==> config.mk <==
export PLATFORM = sky130hd
export DESIGN_NAME = br_resolve
export DESIGN_NICKNAME = d
export VERILOG_FILES = /design/src/rtl/br_resolve.sv
export SDC_FILE = /design/constraint.sdc
export NUM_CORES = 2
export LEC_CHECK = 0
export ABC_CLOCK_PERIOD_IN_PS = 4050
export CAP_MARGIN = 0
export CELL_PAD_IN_SITES_DETAIL_PLACEMENT = 1
export CELL_PAD_IN_SITES_GLOBAL_PLACEMENT = 2
export CORE_UTILIZATION = 32
export DETAILED_ROUTE_END_ITERATION = 12
export PLACE_DENSITY = 0.89
export RECOVER_POWER = 50
export SLEW_MARGIN = 10
export SYNTH_ARGS = -nofsm -noshare
export SYNTH_HDL_FRONTEND = slang
export SYNTH_SLANG_ARGS = --single-unit
export TNS_END_PERCENT = 30
==> constraint.sdc <==
create_clock -name clock -period 4.05 [get_ports clock]
set_input_delay 0.405 -clock clock [delete_from_list [all_inputs] [get_ports clock]]
set_output_delay 0.405 -clock clock [all_outputs]
set_load 0.02 [all_outputs]
==> src/rtl/br_resolve.sv <==
// br_resolve: compares up to two resolved branches per cycle against their
// fetch-time predictions, redirects fetch on a mispredict and streams
// predictor training updates out of a small FIFO, one entry per cycle.
module br_resolve #(
  parameter int DEPTH         = 4,
  parameter int SQUASH_CYCLES = 3
) (
  input  logic        clock,
  input  logic        reset,
  input  logic        ex0_valid,
  input  logic [63:0] ex0_pc,
  input  logic        ex0_uncond,
  input  logic        ex0_pred_taken,
  input  logic [63:0] ex0_pred_target,
  input  logic        ex0_taken,
  input  logic [63:0] ex0_target,
  input  logic        ex1_valid,
  input  logic [63:0] ex1_pc,
  input  logic        ex1_uncond,
  input  logic        ex1_pred_taken,
  input  logic [63:0] ex1_pred_target,
  input  logic        ex1_taken,
  input  logic [63:0] ex1_target,
  output logic        ex_ready,
  output logic        redirect_valid,
  output logic [63:0] redirect_pc,
  output logic        ex_br_valid,
  output logic        ex_br,
  output logic        wr_btb_en,
  output logic [63:0] ex_pc_idx,
  output logic [63:0] target_pc,
  output logic [31:0] mispred_cnt,
  output logic        dbg_state
);

  localparam int PW = $clog2(DEPTH);
  localparam int CW = PW + 1;
  localparam int SW = (SQUASH_CYCLES > 1) ? $clog2(SQUASH_CYCLES) : 1;

  typedef enum logic {
    ST_RUN    = 1'b0,
    ST_SQUASH = 1'b1
  } state_e;

  typedef struct packed {
    logic        uncond;
    logic        taken;
    logic [63:0] pc;
    logic [63:0] target;
  } entry_t;

  // Handshake: a port transfers in a cycle where exN_valid=1 and the registered
  // ex_ready=1 (which implies RUN). ex_ready promises room for two entries
  // after this cycle's pop; valid asserted while ex_ready=0 is ignored.

  state_e          state_q, state_d;
  logic [SW-1:0]   sq_cnt_q, sq_cnt_d;
  logic            ready_q, ready_d;
  logic            redir_v_q, redir_v_d;
  logic [63:0]     redir_pc_q, redir_pc_d;
  logic [31:0]     mcnt_q, mcnt_d;

  entry_t          mem_q [DEPTH];
  entry_t          mem_d [DEPTH];
  logic [PW-1:0]   rd_ptr_q, rd_ptr_d;
  logic [PW-1:0]   wr_ptr_q, wr_ptr_d;
  logic [CW-1:0]   cnt_q, cnt_d;
  logic [CW-1:0]   cnt_left;

  logic            upd_brv_q, upd_brv_d;
  logic            upd_br_q, upd_br_d;
  logic            upd_btb_q, upd_btb_d;
  logic [63:0]     upd_pc_q, upd_pc_d;
  logic [63:0]     upd_tgt_q, upd_tgt_d;
  entry_t          head_d;

  logic            mis0, mis1;
  logic [63:0]     fix0, fix1;
  logic            run_ok, acc0, acc1, take_redirect;
  logic            pop;
  entry_t          ent0, ent1;

  // Outcome evaluation per port: direction wrong, or taken to the wrong place.
  assign mis0 = (ex0_pred_taken != ex0_taken) ||
                (ex0_taken && (ex0_pred_target != ex0_target));
  assign mis1 = (ex1_pred_taken != ex1_taken) ||
                (ex1_taken && (ex1_pred_target != ex1_target));
  assign fix0 = ex0_taken ? ex0_target : (ex0_pc + 64'd4);
  assign fix1 = ex1_taken ? ex1_target : (ex1_pc + 64'd4);

  assign run_ok = ready_q && (state_q == ST_RUN);
  assign acc0   = ex0_valid && run_ok;
  // A mispredicting ex0 makes ex1 wrong-path.
  assign acc1   = ex1_valid && run_ok && !(acc0 && mis0);
  assign take_redirect = (acc0 && mis0) || (acc1 && mis1);

  assign ent0 = '{uncond: ex0_uncond, taken: ex0_taken, pc: ex0_pc, target: ex0_target};
  assign ent1 = '{uncond: ex1_uncond, taken: ex1_taken, pc: ex1_pc, target: ex1_target};

  // FIFO next state: pop the head whenever present, append accepted ports in order.
  always_comb begin
    mem_d    = mem_q;
    rd_ptr_d = rd_ptr_q;
    wr_ptr_d = wr_ptr_q;
    pop      = (cnt_q != '0);
    if (pop) begin
      rd_ptr_d = rd_ptr_q + PW'(1);
    end
    if (acc0) begin
      mem_d[wr_ptr_q] = ent0;
    end
    if (acc1) begin
      mem_d[wr_ptr_q + PW'(acc0)] = ent1;
    end
    wr_ptr_d = wr_ptr_q + PW'(acc0) + PW'(acc1);
    cnt_d    = cnt_q - CW'(pop) + CW'(acc0) + CW'(acc1);
  end

  // FSM and redirect bookkeeping.
  always_comb begin
    state_d    = state_q;
    sq_cnt_d   = sq_cnt_q;
    redir_v_d  = 1'b0;
    redir_pc_d = redir_pc_q;
    mcnt_d     = mcnt_q;
    case (state_q)
      ST_RUN: begin
        if (take_redirect) begin
          state_d    = ST_SQUASH;
          sq_cnt_d   = SW'(SQUASH_CYCLES - 1);
          redir_v_d  = 1'b1;
          redir_pc_d = (acc0 && mis0) ? fix0 : fix1;
          if (mcnt_q != 32'hFFFF_FFFF) begin
            mcnt_d = mcnt_q + 32'd1;
          end
        end
      end
      ST_SQUASH: begin
        if (sq_cnt_q == '0) begin
          state_d = ST_RUN;
        end else begin
          sq_cnt_d = sq_cnt_q - SW'(1);
        end
      end
      default: begin
        state_d = ST_RUN;
      end
    endcase
  end

  // Registered outputs are computed from next state so they describe the
  // cycle in which they are visible.
  always_comb begin
    cnt_left  = cnt_d - CW'(cnt_d != '0);
    ready_d   = (state_d == ST_RUN) && (cnt_left <= CW'(DEPTH - 2));
    head_d    = mem_d[rd_ptr_d];
    upd_brv_d = 1'b0;
    upd_br_d  = 1'b0;
    upd_btb_d = 1'b0;
    upd_pc_d  = 64'd0;
    upd_tgt_d = 64'd0;
    if (cnt_d != '0) begin
      upd_brv_d = !head_d.uncond;
      upd_br_d  = head_d.taken;
      upd_btb_d = head_d.taken;
      upd_pc_d  = head_d.pc;
      upd_tgt_d = head_d.target;
    end
  end

  always_ff @(posedge clock or negedge reset) begin
    if (!reset) begin
      state_q    <= ST_RUN;
      sq_cnt_q   <= '0;
      ready_q    <= 1'b1;
      redir_v_q  <= 1'b0;
      redir_pc_q <= 64'd0;
      mcnt_q     <= 32'd0;
      rd_ptr_q   <= '0;
      wr_ptr_q   <= '0;
      cnt_q      <= '0;
      upd_brv_q  <= 1'b0;
      upd_br_q   <= 1'b0;
      upd_btb_q  <= 1'b0;
      upd_pc_q   <= 64'd0;
      upd_tgt_q  <= 64'd0;
      for (int i = 0; i < DEPTH; i++) begin
        mem_q[i] <= '0;
      end
    end else begin
      state_q    <= state_d;
      sq_cnt_q   <= sq_cnt_d;
      ready_q    <= ready_d;
      redir_v_q  <= redir_v_d;
      redir_pc_q <= redir_pc_d;
      mcnt_q     <= mcnt_d;
      rd_ptr_q   <= rd_ptr_d;
      wr_ptr_q   <= wr_ptr_d;
      cnt_q      <= cnt_d;
      upd_brv_q  <= upd_brv_d;
      upd_br_q   <= upd_br_d;
      upd_btb_q  <= upd_btb_d;
      upd_pc_q   <= upd_pc_d;
      upd_tgt_q  <= upd_tgt_d;
      for (int i = 0; i < DEPTH; i++) begin
        mem_q[i] <= mem_d[i];
      end
    end
  end

  assign ex_ready       = ready_q;
  assign redirect_valid = redir_v_q;
  assign redirect_pc    = redir_pc_q;
  assign ex_br_valid    = upd_brv_q;
  assign ex_br          = upd_br_q;
  assign wr_btb_en      = upd_btb_q;
  assign ex_pc_idx      = upd_pc_q;
  assign target_pc      = upd_tgt_q;
  assign mispred_cnt    = mcnt_q;
  assign dbg_state      = state_q;

endmodule

==> impl_metrics.py <==
metrics = {
    "worst_setup_path": {
        "critPathMaxFanout": 8,
        "worst_setup_path_end_kind": "register",
        "cp-start-kind": "primary input",
        "worstSetupPathType": "primary input to register",
        "critPathArrivalTime_ps": 4620,
        "cp_data_required_time_ps": 4590,
    },
    "logic_synthesis": {
        "yosysSeqAreaShare_pct": 45.6,
        "synth_flop_cell": "dfrtp_1",
        "syn-num-nets": 4388,
        "yosys_warnings": 0,
        "synth-edff-count": 0,
        "synth_seq_cells": 758,
        "ys_types": 62,
        "async_flop_share_pct": 100,
        "syn_area_um2": 41600,
        "synthCells": 3984,
        "avgSynthCellArea_um2": 10.4,
    },
    "sta": {
        "clock_skew_ps": 40.4,
        "timing.final.ws_setup_ps": -26.4,
        "hold_viol_final": 0,
        "setup_viol": 2,
        "slew_headroom_pct": -83.9,
        "max_freq_mhz": 245,
        "fin_crit_ps": 4080,
        "finalSetupTns_ps": -32.5,
        "slew_violations": 73,
        "tightest_slew_ps": 2760,
        "post-route-period-util_pct": 101,
    },
    "clock_network": {
        "cts_num_sinks": 758,
        "ctsLongestPathBuffers": 3,
        "cts-root-buf": "clkbuf_16",
        "clkTransAtPathRegs_ps": 60,
        "worstSkewPairLatency_ps": 700,
        "cts_buffers": 89,
        "htreeDepth": 3,
        "cts_tree": "done",
    },
    "layout": {
        "seq_area_um2": 19000,
        "nets": 5317,
        "multi_input_area_um2": 20300,
        "layout_commonest_cell": "dfrtp_1",
        "fillCellCount": 13900,
        "final_cell_mix": "757 x dfrtp_1, 694 x mux2i_1, 468 x clkdlybuf4s50_1",
        "drive_above_1_share_pct": 18.0,
        "area_growth_pct": 38.9,
    },
    "global_route": {
        "grt.total_usage_pct": 32.1,
        "grt.overflow.total": 0,
        "grt_pass1_wl_um": 303000,
        "grt_pass1_vias": 39700,
        "grt_max_degree": 104,
        "grt_antenna_before_repair": 48,
    },
    "place": {
        "dp_hpwl_um": 165000,
        "place_ws_ps": -1230,
        "place_congestion": 0.928,
        "portBuffers": 623,
    },
    "route": {
        "drc_errors": 0,
        "viasPerCell": 5.66,
        "ant_nets": 0,
        "totalWireLength_um": 217000,
        "vias": 38100,
        "drt_iter0_drc": 3388,
        "firstDrtPassIters": 5,
        "wl_per_cell_um": 32.2,
    },
    "floorplanning": {
        "floorplan.io_pins": 624,
        "die-area_um2": 131000,
        "core.rowCount": 131,
        "core_area_um2": 128000,
        "initial_utilization_pct": 32.4,
        "die_w_um": 362,
        "dieHeight_um": 362,
    },
    "worst_hold_path": {
        "min_path_type": "primary input to register",
    },
    "power_and_ir_drop": {
        "power.leakage_uw": 0.0267,
        "ir_drop_v": 0.000719,
        "power.density_nw_per_um2": 757,
    },
    "run_status": {
        "status": "finished with violations",
        "violations": "max-capacitance violations, max-slew violations, negative setup slack",
    },
    "job": {
        "cap_violations": 1,
    },
}
metrics by stage:
stage	cell area (um2)	hold slack, ps	util (%)	total power (uW)	instances
4_1_cts	57200	371	44.7	42900	6702
6_report	57700	262	45.0	43700	6736
5_1_grt	57700	312	45.0	45300	6727
3_3_place_gp	53900	462	42.0	32700	6530
3_5_place_dp	53900	473	42.0	33700	6530
2_1_floorplan	41900	109	-	24100	3984
kinds of logic after synthesis:
family	Yosys count	synth area share, %
XOR/XNOR	261	5.50
buffers and inverters	691	6.69
multiplexers	962	24.0
adder cells (fa/ha/maj)	10	0.319
flip-flops	758	45.6
AND/OR/NAND/NOR	663	7.68
AO/OA/AOI/OAI	639	10.2
sequential cells by signal (all words and copies together) (netlist names):
register / flops
wr_ptr_q: 2
sq_cnt_q: 2
cnt_q: 3
ex_ready: 1
redirect_pc: 64
rd_ptr_q: 2
redirect_valid: 1
mispred_cnt: 32
wr_btb_en: 1
target_pc: 64
ex_pc_idx: 64
ex_br_valid: 1
dbg_state: 1
mem_q: 520
report_power, final:
group	internal [uW]	switching (uW)	total, uW
combinational	9980	12300	22300
sequential	11100	1720	12800
clock	5050	3600	8650
total	26100	17600	43700
metal layers:
metal	track usage, %	routed length, um	up-vias
met4	15.9	11600	26
met2	50.1	98200	2016
met5	0	159	-
met1	40.6	85200	19800
li1	-	-	15800
met3	9.19	21600	485
Yosys cell counts, types with 87 or more instances:
cell,number,area [um2]
dfrtp_1,757,18900
xor2_1,102,893
mux2_2,191,2150
a21oi_1,87,435
xnor2_1,159,1390
mux2i_1,694,6950
o21ai_0,211,1060
o22ai_1,131,820
nor2_1,105,394
inv_1,417,1570
nand2_1,259,972
clkbuf_1,195,732
a221o_1,128,1280
path summary, 6_finish.rpt:
kind / start / to / slack (ps) / cells after the start
setup / recovery: ex0_pred_target[28] / ex_pc_idx[34] / -30 / 23
hold / removal: ex0_target[48] / redirect_pc[48] / 260 / 4
setup reg to reg: cnt_q[1] / ex_pc_idx[34] / 140 / 17
hold reg to reg: sq_cnt_q[0] / sq_cnt_q[0] / 480 / 1
max in group asynchronous: reset / mem_q[91] / 440 / 3
min in group asynchronous: reset / mem_q[247] / 1130 / 2
worst max-delay path: stages:
cell	delay [ps]
clkdlybuf4s50_1	500
xnor2_2	130
nand4_1	240
buf_6	230
nor4_4	290
and2_4	210
a21oi_4	60
nor2_4	110
xnor2_2	70
ha_2	190
inv_2	70
o31ai_4	70
fa_2	380
xnor2_2	160
xnor2_2	160
nor3_2	210
buf_4	150
nor2_4	50
nand2_8	170
buf_12	180
buf_12	150
o22ai_4	70
a221o_1	320
final cells by class:
class	instances	share of cell area (%)
Antenna cell	23	0.0997
Clock buffer	128	4.49
Clock inverter	34	0.878
Inverter	417	2.71
Multi-Input combinational cell	2535	35.1
Sequential cell	758	32.9
Tap cell	1729	3.75
Timing Repair Buffer	1112	20.1
timing repair:
item / CTS / global route
hold buffers: 1 / 0
buffers inserted: 12 / 6
setup endpoints to repair: 130 / 129
endpoints found under the hold margin: 64 / 0
pin swaps: 15 / 34
resized for setup: 44 / 96
cloned: 1 / 5
(Power assumes the default switching activity.)
